[config.mk]
export PLATFORM = sky130hd
export DESIGN_NAME = control_maximo_flat
export DESIGN_NICKNAME = d
export VERILOG_FILES = /design/src/rtl/control_maximo_pkg.sv /design/src/rtl/control_maximo_if.sv /design/src/rtl/control_maximo_mayorigual.sv /design/src/rtl/control_maximo.sv /design/src/flat_wrapper.sv
export SDC_FILE = /design/constraint.sdc
export NUM_CORES = 1
export LEC_CHECK = 0
export BUFFER_PORTS_ARGS = -buffer_cell sky130_fd_sc_hd__buf_2
export CAP_MARGIN = 10
export CORE_UTILIZATION = 52
export DETAILED_ROUTE_END_ITERATION = 6
export GPL_TIMING_DRIVEN = 0
export PLACE_DENSITY_LB_ADDON = 0.25
export SLEW_MARGIN = 25
export SYNTH_ARGS = -nofsm -noshare
export SYNTH_HDL_FRONTEND = slang
export SYNTH_SLANG_ARGS = --single-unit
[constraint.sdc]
create_clock -name clk -period 2.2 [get_ports clk]
set_input_delay 0.44 -clock clk [delete_from_list [all_inputs] [get_ports clk]]
set_output_delay 0.44 -clock clk [all_outputs]
set_load 0.05 [all_outputs]
[src/rtl/control_maximo_pkg.sv]
// control_maximo shared types and defaults.
// Build option: define INDICE_EN to keep the index-of-maximum register.
package control_maximo_pkg;

  typedef enum logic [1:0] {
    IDLE  = 2'd0,
    FIRST = 2'd1,
    SCAN  = 2'd2,
    DONE  = 2'd3
  } state_e;

  localparam int W_DEF  = 4;
  localparam int N_DEF  = 8;
  localparam int IW_DEF = 4;

endpackage

[src/rtl/control_maximo_if.sv]
// Sample/result bundle between the source, control_maximo and the consumer.
// master drives samples and start; slave is the controller.
interface control_maximo_if
  import control_maximo_pkg::*;
#(
  parameter int W  = W_DEF,
  parameter int IW = IW_DEF
);

  logic          start;
  logic [W-1:0]  din;
  logic          din_valid;
  logic          din_ready;
  logic [W-1:0]  max_out;
  logic [IW-1:0] idx_out;
  logic          done;
  logic          busy;

  modport master (
    output start,
    output din,
    output din_valid,
    input  din_ready,
    input  max_out,
    input  idx_out,
    input  done,
    input  busy
  );

  modport slave (
    input  start,
    input  din,
    input  din_valid,
    output din_ready,
    output max_out,
    output idx_out,
    output done,
    output busy
  );

endinterface

[src/rtl/control_maximo_mayorigual.sv]
// mayorigual: unsigned A >= B comparator.
// Pure combinational; width W.
module mayorigual #(
  parameter int W = 4
) (
  input  logic [W-1:0] a_i,
  input  logic [W-1:0] b_i,
  output logic         ge_o
);

  assign ge_o = (a_i >= b_i);

endmodule

[src/rtl/control_maximo.sv]
// control_maximo: frame maximum search over a valid/ready sample stream.
// Build option: INDICE_EN keeps idx_out; otherwise idx_out is tied to 0.
module control_maximo
  import control_maximo_pkg::*;
#(
  parameter int W  = W_DEF,
  parameter int N  = N_DEF,
  parameter int IW = IW_DEF
) (
  input  logic clk,
  input  logic rstn,
  control_maximo_if.slave bus
);

  // count is one bit wider than the index so N = 2^IW does not wrap
  localparam logic [IW:0] N_CNT = (IW+1)'(N);
  localparam logic [IW:0] ONE   = (IW+1)'(1);

  state_e        state_q, state_d;
  logic [IW:0]   cnt_q, cnt_d;
  logic [W-1:0]  max_q, max_d;
  logic          hs;
  logic          ge;
  logic          act;

  assign act = (state_q == FIRST) || (state_q == SCAN);
  assign hs  = bus.din_valid & act;

  mayorigual #(
    .W(W)
  ) u_mayorigual (
    .a_i  (max_q),
    .b_i  (bus.din),
    .ge_o (ge)
  );

  always_comb begin
    state_d = state_q;
    cnt_d   = cnt_q;
    max_d   = max_q;
    unique case (state_q)
      IDLE: begin
        if (bus.start) begin
          state_d = FIRST;
          cnt_d   = '0;
        end
      end
      FIRST: begin
        if (hs) begin
          max_d   = bus.din;
          cnt_d   = ONE;
          state_d = (N_CNT == ONE) ? DONE : SCAN;
        end
      end
      SCAN: begin
        if (hs) begin
          if (!ge) max_d = bus.din;
          cnt_d = cnt_q + ONE;
          if (cnt_d == N_CNT) state_d = DONE;
        end
      end
      DONE: begin
        state_d = IDLE;
      end
    endcase
  end

  always_ff @(posedge clk or negedge rstn) begin
    if (!rstn) begin
      state_q <= IDLE;
      cnt_q   <= '0;
      max_q   <= '0;
    end else begin
      state_q <= state_d;
      cnt_q   <= cnt_d;
      max_q   <= max_d;
    end
  end

`ifdef INDICE_EN
  logic [IW-1:0] idx_q, idx_d;

  // strict greater-than moves the index, so ties keep the earliest one
  always_comb begin
    idx_d = idx_q;
    unique case (1'b1)
      (state_q == FIRST) && hs:       idx_d = '0;
      (state_q == SCAN) && hs && !ge: idx_d = cnt_q[IW-1:0];
      default:                        idx_d = idx_q;
    endcase
  end

  always_ff @(posedge clk or negedge rstn) begin
    if (!rstn) idx_q <= '0;
    else       idx_q <= idx_d;
  end

  assign bus.idx_out = idx_q;
`else
  assign bus.idx_out = '0;
`endif

  assign bus.din_ready = act;
  assign bus.busy      = act;
  assign bus.done      = (state_q == DONE);
  assign bus.max_out   = max_q;

endmodule

[src/flat_wrapper.sv]
// flat-port wrapper written by rule: the top's interface ports become plain ports
module control_maximo_flat import control_maximo_pkg::*;
#(
  parameter int W  = W_DEF,
  parameter int N  = N_DEF,
  parameter int IW = IW_DEF
)
  (clk, rstn, bus_start, bus_din, bus_din_valid, bus_din_ready, bus_max_out, bus_idx_out, bus_done, bus_busy);
  control_maximo_if #(.W(W), .IW(IW)) bus_i ();
  input  logic clk;
  input  logic rstn;
  input wire logic [$bits(bus_i.start)-1:0] bus_start;
  input wire logic [$bits(bus_i.din)-1:0] bus_din;
  input wire logic [$bits(bus_i.din_valid)-1:0] bus_din_valid;
  output wire logic [$bits(bus_i.din_ready)-1:0] bus_din_ready;
  output wire logic [$bits(bus_i.max_out)-1:0] bus_max_out;
  output wire logic [$bits(bus_i.idx_out)-1:0] bus_idx_out;
  output wire logic [$bits(bus_i.done)-1:0] bus_done;
  output wire logic [$bits(bus_i.busy)-1:0] bus_busy;
  assign bus_i.start = bus_start;
  assign bus_i.din = bus_din;
  assign bus_i.din_valid = bus_din_valid;
  assign bus_din_ready = bus_i.din_ready;
  assign bus_max_out = bus_i.max_out;
  assign bus_idx_out = bus_i.idx_out;
  assign bus_done = bus_i.done;
  assign bus_busy = bus_i.busy;
  control_maximo #(.W(W), .N(N), .IW(IW)) u_core (.clk(clk), .rstn(rstn), .bus(bus_i));
endmodule
==> flow_summary_export.csv <==
group,metric,value,unit
layout,syn2layout_area_growth,15.43,%
cts,h-tree-depth,1,
timing,hold_viol_final,0,
worst_setup_path,path_delay_family,"simple AND/OR/NAND/NOR gates",
synth,synth_warnings,0,
global_routing,grt_overflow_total,0,
cts,path_clk_slew,0.07,ns
status,status,"completed",
layout,nFillCells,138,
route,antenna_left,0,
cts,cts_sinks,11,
floorplan,rows,14,
layout,antennaDiodeCount,0,
pwr,vdd_drop_max,0.0007471,V
route,routed_via_density,5.450,
worst_setup_path,arrival,2.22,ns
pwr,clkPwrFrac,10.3,%
cts,cts.path.max_buffers,2,
worst_setup_path,crit_fanout,5,
layout,nets,134,
synth,synth-seq-cells,11,
synth,syn_inst,95,
timing,period_share,92.38,%
job,max_cap_violations,0,
synth,avgSynthCellArea,9.219,um2
worst_setup_path,crit_path_start_kind,"register",
synth,yosys.area.top_type,"dfrtp_1",
floorplan,num_io_pins,19,
global_routing,grt_max_degree,12,
global_routing,grt_antenna_before_repair,0,
route,drt-total-wl,1538,um
pwr,p_leak,0.4959,nW
placement,io_buffers,14,
floorplan,core,0.001541,mm2
route,first_pass_iters,4,
route,vias,714,
timing,fin_tns_setup,0,ns
timing,rsz0062_at_grt,"false",
layout,multi_input_area,536.8,um2
cts,cts_hold_buf,0,
cts,cts_tree,"done",
worst_setup_path,path_cells,"inv_1 -> ha_1 -> nor2b_1 -> a2111oi_4 -> nand2_1 -> or3b_1 -> o211ai_1",
placement,place_ws,0.05662,ns
cts,root_buffer,"clkbuf_4",
pwr,netSwitchingFraction,51.52,%
placement,place_area,979.7,um2
synth,synth_top_area_share,31.43,%
cts,clkLatencyLatePin,0.27,ns
min_path,hp-class,"in -> async",
synth,synth_area_leaders,"dfrtp_1 (31%), ha_1 (14%), mux2_1 (5.1%), buf_4 (4.3%), nand2_1 (3.9%)",
floorplan,die_area,0.001852,mm2
floorplan,die_y,43.04,um
timing,setup-violations-final,0,
pwr,p_int,0.0006514,W
layout,regArea,275.3,um2
layout,drive_gt1_share,25.22,%
route,drtIter0Drc,13,
timing,fmax,0.4921,GHz
layout,final_util,65.58,%
worst_setup_path,slowest_stage,"dfrtp_1",
global_routing,grt_use_total,19.36,%
pwr,p_seq_share,25.7,%
worst_setup_path,cp_num_buf_inv,1,
pwr,power.density,1329,mW/mm2
route,wl_per_cell,11.74,um
worst_setup_path,cpPeakStageDelay,0.41,ns
timing,final.setup.worst_slack,0.1677,ns
worst_setup_path,worstPathRequired,2.39,ns
synth,syn_area,875.8,um2
global_routing,grt_pass1_wl,2670,um
synth,synth_cell_types,31,
cts,numCtsBuffers,3,
placement,post-dp-hpwl,1186,um
layout,finalInstanceArea,0.001011,mm2
placement,gp_congestion,0.7772,
timing,report.final.slew_viol_count,0,
timing,finClkSkew,0.003612,ns
global_routing,grt_pass1_vias,644,
pwr,power_switching,0.0006922,W
pwr,comb_power_share,64.1,%
synth,yosysSeqAreaShare,31.43,%
route,drc,0,
floorplan,initial_utilization,56.82,%
timing,period_minus_slack,2.032,ns
worst_setup_path,endpoint_kind,"register",
worst_setup_path,critPathKind,"reg -> reg",
floorplan,die_x,43.04,um
-- repair_timing --
action | in CTS | in global routing
buffers inserted | 0 | 0
setup endpoints to repair | 0 | 3
resized for setup | 0 | 1
-- path summary, 6_finish.rpt --
check / start / end / slack [ns] / depth (start not counted)
setup reg to reg: u_core.state_q[1] / u_core.state_q[1] / 0.17 / 7
max in group asynchronous: rstn / u_core.bus.max_out[3] / 1.97 / 1
hold / removal: rstn / u_core.cnt_q[3] / 0.02 / 1
hold reg to reg: u_core.bus.max_out[0] / u_core.bus.max_out[0] / 0.51 / 1
setup / recovery: u_core.state_q[1] / u_core.state_q[1] / 0.17 / 7
min in group clk: bus_din[3] / u_core.bus.max_out[3] / 0.40 / 2
-- through the flow --
| step | std cells | power, W | hold slack, ns |
|---|---|---|---|
| global route | 131 | 0.001464 | 0.03141 |
| floorplan | 98 | 0.001040 | 0.1444 |
| CTS | 132 | 0.001346 | 0.03004 |
| finish | 131 | 0.001344 | 0.02438 |
| detailed placement | 128 | 0.001206 | 0.3227 |
| global placement | 128 | 0.001178 | 0.3205 |
-- cells in the final DEF, fill, tap and decap left out --
cell type / instances
nand2b_2: 1
mux2i_1: 2
buf_2: 14
or3b_1: 1
nor2_1: 3
o21ai_1: 6
buf_4: 5
mux2_1: 4
inv_1: 7
nand3_1: 5
a2111oi_4: 1
dfrtp_1: 11
buf_6: 1
clkbuf_1: 2
ha_4: 1
or2_1: 2
nand2b_1: 3
a21oi_1: 2
inv_2: 1
a211oi_2: 1
o211ai_1: 2
a32o_1: 2
conb_1: 4
o21ai_0: 4
a31oi_1: 2
clkbuf_4: 3
and2b_4: 1
and2_1: 1
nor2b_1: 3
nand4b_1: 1
ha_1: 9
nand2_1: 9
a211o_1: 1
-- state kept, by name, summed over array words and instances, names as in the netlist --
register,count
u_core.cnt_q,5
u_core.state_q,2
u_core.bus.max_out,4
-- area by class of cell --
| cell class | instances | share of cell area [%] |
|---|---|---|
| Sequential cell | 11 | 27.23 |
| Multi-Input combinational cell | 71 | 53.09 |
| Timing Repair Buffer | 14 | 6.931 |
| Clock buffer | 4 | 2.599 |
| Buffer | 7 | 5.198 |
| Tap cell | 16 | 1.980 |
| Inverter | 8 | 2.970 |
-- cells by family after synthesis --
family	count (synthesis)	share of synthesized area [%]
AOI/OAI and AO/OA	21	17.86
adders and majority gates	10	14.29
buffers and inverters	16	10.00
DFF	11	31.43
muxes	6	7.428
other	1	0.4282
and+or+nand+nor	30	18.57
-- power by group through the flow --
stage | clock network [W] | registers [W] | logic, W
final | 0.000138 | 0.000345 | 0.000861
after global routing | 0.000155 | 0.000356 | 0.000953
after CTS | 0.000142 | 0.000346 | 0.000857
after detailed placement | 0 | 0.000348 | 0.000857
after global placement | 0 | 0.000340 | 0.000838
after floorplan | 0 | 0.000469 | 0.000570
-- cell usage after synthesis, drive strengths merged --
library cell,count
dfrtp,11
ha,10
o21ai,10
nand2,9
inv,8
buf,7
nand3,5
mux2,4
nand2b,4
nor2,3
nor2b,3
a21oi,2
a31oi,2
a32o,2
mux2i,2
o211ai,2
or2,2
a2111oi,1
a211o,1
a211oi,1
and2,1
and2b,1
clkbuf,1
conb,1
nand4b,1
or3b,1
-- routing by layer --
metal,track usage [%],wire [um],share of wire (%),vias to the layer above
met3,6.383,84,5.5,2
met1,22.91,651,42,331
li1,-,-,-,362
met5,0,0,0,-
met4,3.636,10,0.65,0
met2,34.24,792,51,19
Note: power is estimated with default switching activity, not from simulation.
